### config.mk
export PLATFORM = sky130hd
export DESIGN_NAME = reg_load_sequencer
export DESIGN_NICKNAME = d
export VERILOG_FILES = /design/src/rtl/reg_load_sequencer_pkg.sv /design/src/rtl/reg_load_sequencer_wait_timer.sv /design/src/rtl/reg_load_sequencer.sv
export SDC_FILE = /design/constraint.sdc
export NUM_CORES = 1
export LEC_CHECK = 0
export CAP_MARGIN = 20
export CELL_PAD_IN_SITES_DETAIL_PLACEMENT = 2
export CELL_PAD_IN_SITES_GLOBAL_PLACEMENT = 2
export CORE_MARGIN = 3
export CORE_UTILIZATION = 36
export CTS_BUF_LIST = sky130_fd_sc_hd__clkbuf_4 sky130_fd_sc_hd__clkbuf_8 sky130_fd_sc_hd__clkbuf_16
export CTS_CLUSTER_SIZE = 30
export DETAILED_ROUTE_END_ITERATION = 8
export DONT_BUFFER_PORTS = 1
export MAX_ROUTING_LAYER = met4
export PLACE_DENSITY_LB_ADDON = 0.1
export RECOVER_POWER = 50
export SYNTH_ARGS = -nofsm -noshare
export SYNTH_HDL_FRONTEND = slang
export SYNTH_SLANG_ARGS = --single-unit
export TNS_END_PERCENT = 100
### constraint.sdc
create_clock -name i_clk -period 2.9 [get_ports i_clk]
set_input_delay 0.58 -clock i_clk [delete_from_list [all_inputs] [get_ports i_clk]]
set_output_delay 0.58 -clock i_clk [all_outputs]
set_load 0.01 [all_outputs]
### src/rtl/reg_load_sequencer_pkg.sv
// Shared definitions for the register load sequencer: FunSel codes, load modes, FSM states.
package reg_load_sequencer_pkg;

  localparam logic [2:0] FS_DEC     = 3'b000;
  localparam logic [2:0] FS_INC     = 3'b001;
  localparam logic [2:0] FS_LOAD    = 3'b010;
  localparam logic [2:0] FS_CLR     = 3'b011;
  localparam logic [2:0] FS_WLO_CLR = 3'b100;
  localparam logic [2:0] FS_WLO     = 3'b101;
  localparam logic [2:0] FS_WHI     = 3'b110;
  localparam logic [2:0] FS_SEXT    = 3'b111;

  localparam logic [1:0] MODE_WORD = 2'b00;
  localparam logic [1:0] MODE_ZEXT = 2'b01;
  localparam logic [1:0] MODE_SEXT = 2'b10;
  localparam logic [1:0] MODE_HI   = 2'b11;

  typedef enum logic [1:0] {
    StIdle    = 2'd0,
    StFetchLo = 2'd1,
    StFetchHi = 2'd2,
    StDone    = 2'd3
  } state_e;

  function automatic logic is_fetch(input state_e s);
    return (s == StFetchLo) || (s == StFetchHi);
  endfunction

endpackage

### src/rtl/reg_load_sequencer_wait_timer.sv
// Clear/increment wait counter with a match flag against a fixed compare value.
module reg_load_sequencer_wait_timer #(
  parameter int unsigned TW    = 8,
  parameter int unsigned MATCH = 254
) (
  input  logic i_clk,
  input  logic i_rst_n,
  input  logic i_clr,
  input  logic i_inc,
  output logic o_match
);

  logic [TW-1:0] r_count;

  always_ff @(posedge i_clk or negedge i_rst_n) begin
    if (!i_rst_n) begin
      r_count <= '0;
    end else if (i_clr) begin
      r_count <= '0;
    end else if (i_inc) begin
      r_count <= r_count + 1'b1;
    end
  end

  assign o_match = (r_count == TW'(MATCH));

endmodule

### src/rtl/reg_load_sequencer.sv
// Assembles bytes from an 8-bit valid/ready memory port into FunSel register write strobes.
module reg_load_sequencer
  import reg_load_sequencer_pkg::*;
#(
  parameter int unsigned NUM_REGS = 4,
  parameter int unsigned TIMEOUT  = 255,
  parameter int unsigned TW       = 8,
  localparam int unsigned TgtW    = (NUM_REGS > 1) ? $clog2(NUM_REGS) : 1
) (
  input  logic                i_clk,
  input  logic                i_rst_n,
  input  logic                i_req,
  input  logic [1:0]          i_mode,
  input  logic [TgtW-1:0]     i_target,
  input  logic                i_abort,
  input  logic                i_byte_valid,
  input  logic [7:0]          i_byte_data,
  output logic                o_byte_ready,
  output logic [NUM_REGS-1:0] o_reg_e,
  output logic [2:0]          o_reg_fun_sel,
  output logic [15:0]         o_reg_i,
  output logic                o_busy,
  output logic                o_done,
  output logic                o_error
);

  localparam int unsigned TmrMatch = (TIMEOUT != 0) ? TIMEOUT - 1 : 0;

  state_e              r_state;
  state_e              w_state_next;
  logic [1:0]          r_mode;
  logic [TgtW-1:0]     r_target;
  logic                w_in_fetch;
  logic                w_accept;
  logic                w_timeout;
  logic                w_tmr_clr;
  logic                w_tmr_inc;
  logic                w_tmr_match;
  logic                w_strobe;
  logic [2:0]          w_fun_sel;
  logic                w_done_next;
  logic                w_error_next;
  logic [NUM_REGS-1:0] w_reg_e_sel;
  logic [NUM_REGS-1:0] r_reg_e;
  logic [2:0]          r_fun_sel;
  logic [15:0]         r_reg_i;
  logic                r_done;
  logic                r_error;

  assign w_in_fetch  = is_fetch(r_state);
  assign w_accept    = i_byte_valid & w_in_fetch;
  assign w_timeout   = (TIMEOUT != 0) && w_tmr_match && !w_accept;
  assign w_reg_e_sel = NUM_REGS'(1) << r_target;

  // Timer restarts on every accepted byte and whenever the next state leaves FETCH.
  assign w_tmr_clr = w_accept | !is_fetch(w_state_next);
  assign w_tmr_inc = w_in_fetch & !w_accept;

  reg_load_sequencer_wait_timer #(
    .TW    (TW),
    .MATCH (TmrMatch)
  ) u_wait_timer (
    .i_clk   (i_clk),
    .i_rst_n (i_rst_n),
    .i_clr   (w_tmr_clr),
    .i_inc   (w_tmr_inc),
    .o_match (w_tmr_match)
  );

  always_ff @(posedge i_clk or negedge i_rst_n) begin
    if (!i_rst_n) begin
      r_state  <= StIdle;
      r_mode   <= MODE_WORD;
      r_target <= '0;
    end else begin
      r_state <= w_state_next;
      if ((r_state == StIdle) && i_req) begin
        r_mode   <= i_mode;
        r_target <= i_target;
      end
    end
  end

  always_comb begin
    w_state_next = r_state;
    w_strobe     = 1'b0;
    w_fun_sel    = FS_DEC;
    w_done_next  = 1'b0;
    w_error_next = 1'b0;
    case (r_state)
      StIdle: begin
        if (i_req) begin
          w_state_next = (i_mode == MODE_HI) ? StFetchHi : StFetchLo;
        end
      end
      StFetchLo: begin
        // Abort outranks both a coincident accept and a timeout.
        if (i_abort) begin
          w_state_next = StIdle;
        end else if (w_accept) begin
          w_strobe = 1'b1;
          case (r_mode)
            MODE_WORD: begin
              w_fun_sel    = FS_WLO_CLR;
              w_state_next = StFetchHi;
            end
            MODE_ZEXT: begin
              w_fun_sel    = FS_WLO_CLR;
              w_state_next = StDone;
            end
            default: begin
              w_fun_sel    = FS_SEXT;
              w_state_next = StDone;
            end
          endcase
        end else if (w_timeout) begin
          w_state_next = StIdle;
          w_error_next = 1'b1;
        end
      end
      StFetchHi: begin
        if (i_abort) begin
          w_state_next = StIdle;
        end else if (w_accept) begin
          w_strobe     = 1'b1;
          w_fun_sel    = FS_WHI;
          w_state_next = StDone;
        end else if (w_timeout) begin
          w_state_next = StIdle;
          w_error_next = 1'b1;
        end
      end
      StDone: begin
        w_state_next = StIdle;
        w_done_next  = 1'b1;
      end
      default: w_state_next = StIdle;
    endcase
  end

  always_ff @(posedge i_clk or negedge i_rst_n) begin
    if (!i_rst_n) begin
      r_reg_e   <= '0;
      r_fun_sel <= '0;
      r_reg_i   <= '0;
      r_done    <= 1'b0;
      r_error   <= 1'b0;
    end else begin
      r_reg_e <= w_strobe ? w_reg_e_sel : '0;
      if (w_strobe) begin
        r_fun_sel <= w_fun_sel;
        r_reg_i   <= {8'h00, i_byte_data};
      end
      r_done  <= w_done_next;
      r_error <= w_error_next;
    end
  end

  assign o_byte_ready  = w_in_fetch;
  assign o_busy        = (r_state != StIdle);
  assign o_reg_e       = r_reg_e;
  assign o_reg_fun_sel = r_fun_sel;
  assign o_reg_i       = r_reg_i;
  assign o_done        = r_done;
  assign o_error       = r_error;

endmodule

==> impl_metrics.json <==
{
  "place_inst": 203,
  "ioPinCount": 44,
  "setup_viol": 0,
  "maxCapViolCount": 1,
  "grt_max_degree": 32,
  "criticalPathCategory": "reg2reg",
  "core.rowCount": 22,
  "synth_area_leaders": "dfrtp_1 (51%), nand2_1 (8.9%), ha_1 (5.8%)",
  "coreArea_mm2": 0.00385,
  "clkSlewWorstSetupHoldPaths_ns": 0.07,
  "via_count": 1129,
  "setup_tns_ns": 0,
  "stdcell_count": 212,
  "reg2reg_slack_ns": 0.33,
  "postRouteAntennaNets": 0,
  "worst_pin_slew_ns": 1.71,
  "gp_congestion": 0.745,
  "status": "finished with violations",
  "sw_frac_of_total": 0.384,
  "cts.sinks": 31,
  "post-dp-hpwl_um": 2730,
  "fin_hold_ws_ns": 0.354,
  "fillCellCount": 427,
  "via_per_inst": 5.33,
  "netlist-cell-type-count": 30,
  "fin_area_mm2": 0.00166,
  "routedWlPerCell_um": 18.6,
  "cp_slowest_stage_delay_ns": 0.51,
  "cp-end-kind": "register",
  "cp.required_ns": 3.07,
  "slew_viol_final": 32,
  "vdd_drop_max_mv": 0.228,
  "violations": "capacitance limit, slew limit",
  "fin_nets": 187,
  "clockBufferDepth": 2,
  "synth_top_area_frac": 0.512,
  "layout-drive-gt1-share": 0.110,
  "hold_start": "i_abort",
  "yosys_register_bits": 31,
  "fmax_ghz": 0.390,
  "drt_wl_total_um": 3930,
  "leakage_uw": 0.000806,
  "p_int_uw": 1020,
  "critical-path-top-delay-family": "simple AND/OR/NAND/NOR gates",
  "drt_pass1_iterations": 2,
  "route.met2.wl_um": 2000,
  "syn_to_final_growth_pct": 9.25,
  "clockRootBuffer": "clkbuf_8",
  "crit_path_max_fanout": 8,
  "cts_htree_levels": 2,
  "initial_core_util": 0.393,
  "drt_iter0_markers": 36,
  "grt_pass1_vias": 1248,
  "fin_crit_ns": 2.57,
  "ys_warn_count": 0,
  "syn_inst": 159,
  "pwr-share-clk": 0.275,
  "switching_power_uw": 635,
  "antenna_found_initial": 0,
  "synthArstFlopShare": 1.00,
  "rsz0062_at_grt": "false",
  "grt_usage": 0.175,
  "ys_seq_area_frac": 0.512,
  "cp.arrival_ns": 2.73,
  "met1_length_um": 1650,
  "port-buffer-count": 0,
  "synth_edf_count": 0,
  "syn-cell-area_mm2": 0.00152,
  "worstHoldPathCells": 1,
  "overflow": 0,
  "highest_layer": "met4",
  "synth_area_per_cell_um2": 9.53,
  "hold_end": "o_error",
  "cts_made_buffers": 5,
  "clock_skew_ns": 0.00515,
  "hold_class": "in2reg",
  "powerDensity_mw_per_mm2": 1000,
  "pwr-share-seq": 0.422,
  "insertedDiodeCount": 0,
  "crit-reg2reg-launch": "r_state[0]",
  "hold_viol_final": 0,
  "cpMaxStageDelayCell": "or4b_4",
  "insertion_delay_ns": 0.29,
  "crit_path_cell_trace": "inv_1, ha_1, nand2_1, or4b_4, a32o_2, xnor2_4, nor2_1",
  "combPwrFrac": 0.304,
  "synth_top_flop_cell": "dfrtp_1",
  "post-route-period-util": 0.885,
  "die_width_um": 70.9,
  "crit_buf_inv": 1,
  "reg2reg_to": "u_wait_timer.r_count[2]",
  "grt_pass1_wl_um": 6530,
  "die_area_mm2": 0.00502,
  "finalPower_uw": 1660,
  "cts_tree": "built",
  "place_area_mm2": 0.00153,
  "synth.largest_area_cell": "dfrtp_1",
  "dr_wl_met3_um": 186,
  "startpoint_type": "register",
  "slew_headroom": -0.141,
  "die_height_um": 70.9,
  "drc": 0,
  "reg2regPathDepth": 7
}
==> cell families after synthesis <==
kind of cell / synth area share
other cells: 0.00247
simple gates: 0.224
xor+xnor: 0.0240
buf+inv: 0.0644
flops: 0.512
fa+ha+maj: 0.0578
mux: 0.0429
compound gates: 0.0727
==> how the worst max path moves through the flow <==
stage	from	endpoint	slack, ns	cells after the start
global placement	r_state[0]	u_wait_timer.r_count[6]	0.49	7
detailed placement	r_state[0]	u_wait_timer.r_count[2]	0.37	7
floorplan	r_state[0]	u_wait_timer.r_count[0]	0.70	7
global route	r_state[0]	u_wait_timer.r_count[7]	0.16	7
CTS	r_state[0]	u_wait_timer.r_count[2]	0.33	7
finish	r_state[0]	u_wait_timer.r_count[2]	0.33	7
==> metal layers <==
layer  GRT usage  vias up
li1            -      513
met1       0.182      577
met2       0.300       31
met3      0.0455        8
met4       0.100        0
met5           -        -
==> cell type report <==
class                      count  area, um2  area share
clock inverter                 2       35.0      0.0212
timing repair buffer           2       11.3     0.00680
tap                           48       60.1      0.0363
sequential                    31        776       0.469
clock buffer                   6       82.6      0.0499
multi-input combinational    117        668       0.404
inverter                       6       22.5      0.0136
==> registers in the layout, indices dropped and copies added, names as in the netlist <==
register / flops
o_done: 1
o_reg_fun_sel: 3
o_error: 1
o_reg_e: 4
r_state: 2
r_mode: 2
u_wait_timer.r_count: 8
r_target: 2
o_reg_i: 8
==> cell usage after synthesis, types with 2 or more instances <==
master / instances
nand2_1: 36
dfrtp_1: 31
nor2_1: 18
a21oi_1: 9
buf_4: 8
ha_1: 7
inv_1: 6
nor3_1: 5
clkbuf_1: 4
mux2_2: 4
nand3_1: 4
o21ai_0: 4
and3_1: 2
mux2i_1: 2
nand2b_1: 2
nand4_1: 2
nor2b_1: 2
==> metrics by stage <==
stage | utilization | setup WS [ns]
floorplan | - | 0.700
global placement | 0.398 | 0.485
detailed placement | 0.398 | 0.372
CTS | 0.434 | 0.325
global route | 0.430 | 0.157
finish | 0.430 | 0.334
==> power groups by stage <==
stage / registers (uW) / logic [uW] / clock network, uW
2_1_floorplan: 676 / 393 / 0
3_3_place_gp: 702 / 474 / 0
3_5_place_dp: 709 / 497 / 0
4_1_cts: 702 / 514 / 464
5_1_grt: 717 / 578 / 483
6_report: 698 / 503 / 455
==> worst register-to-register path, stage by stage (launching register included) <==
cell     delay [ns]
dfrtp_1        0.41
inv_1          0.12
ha_1           0.45
nand2_1        0.25
or4b_4         0.51
a32o_2         0.31
xnor2_4        0.28
nor2_1         0.10
==> cells in the final DEF, fill, tap and decap left out, drive strengths merged <==
cell	n
nand2	36
dfrtp	31
nor2	18
a21oi	9
conb	8
ha	7
clkbuf	7
inv	6
nor3	5
o21ai	4
mux2	4
nand3	4
nand4	2
mux2i	2
and3	2
nand2b	2
nor2b	2
or4b	1
a31o	1
o21bai	1
a32o	1
or2	1
nor3b	1
xnor2	1
nor4	1
xor2	1
o2bb2ai	1
nand3b	1
a211o	1
bufinv	1
clkinv	1
buf	1
==> what timing repair did <==
item	4_1_cts	5_1_grt
setup buffers	0	0
hold endpoints to repair	31	0
hold buffers	1	0
gates resized for setup	0	0
No activity file was read; power rests on OpenSTA's default activity.
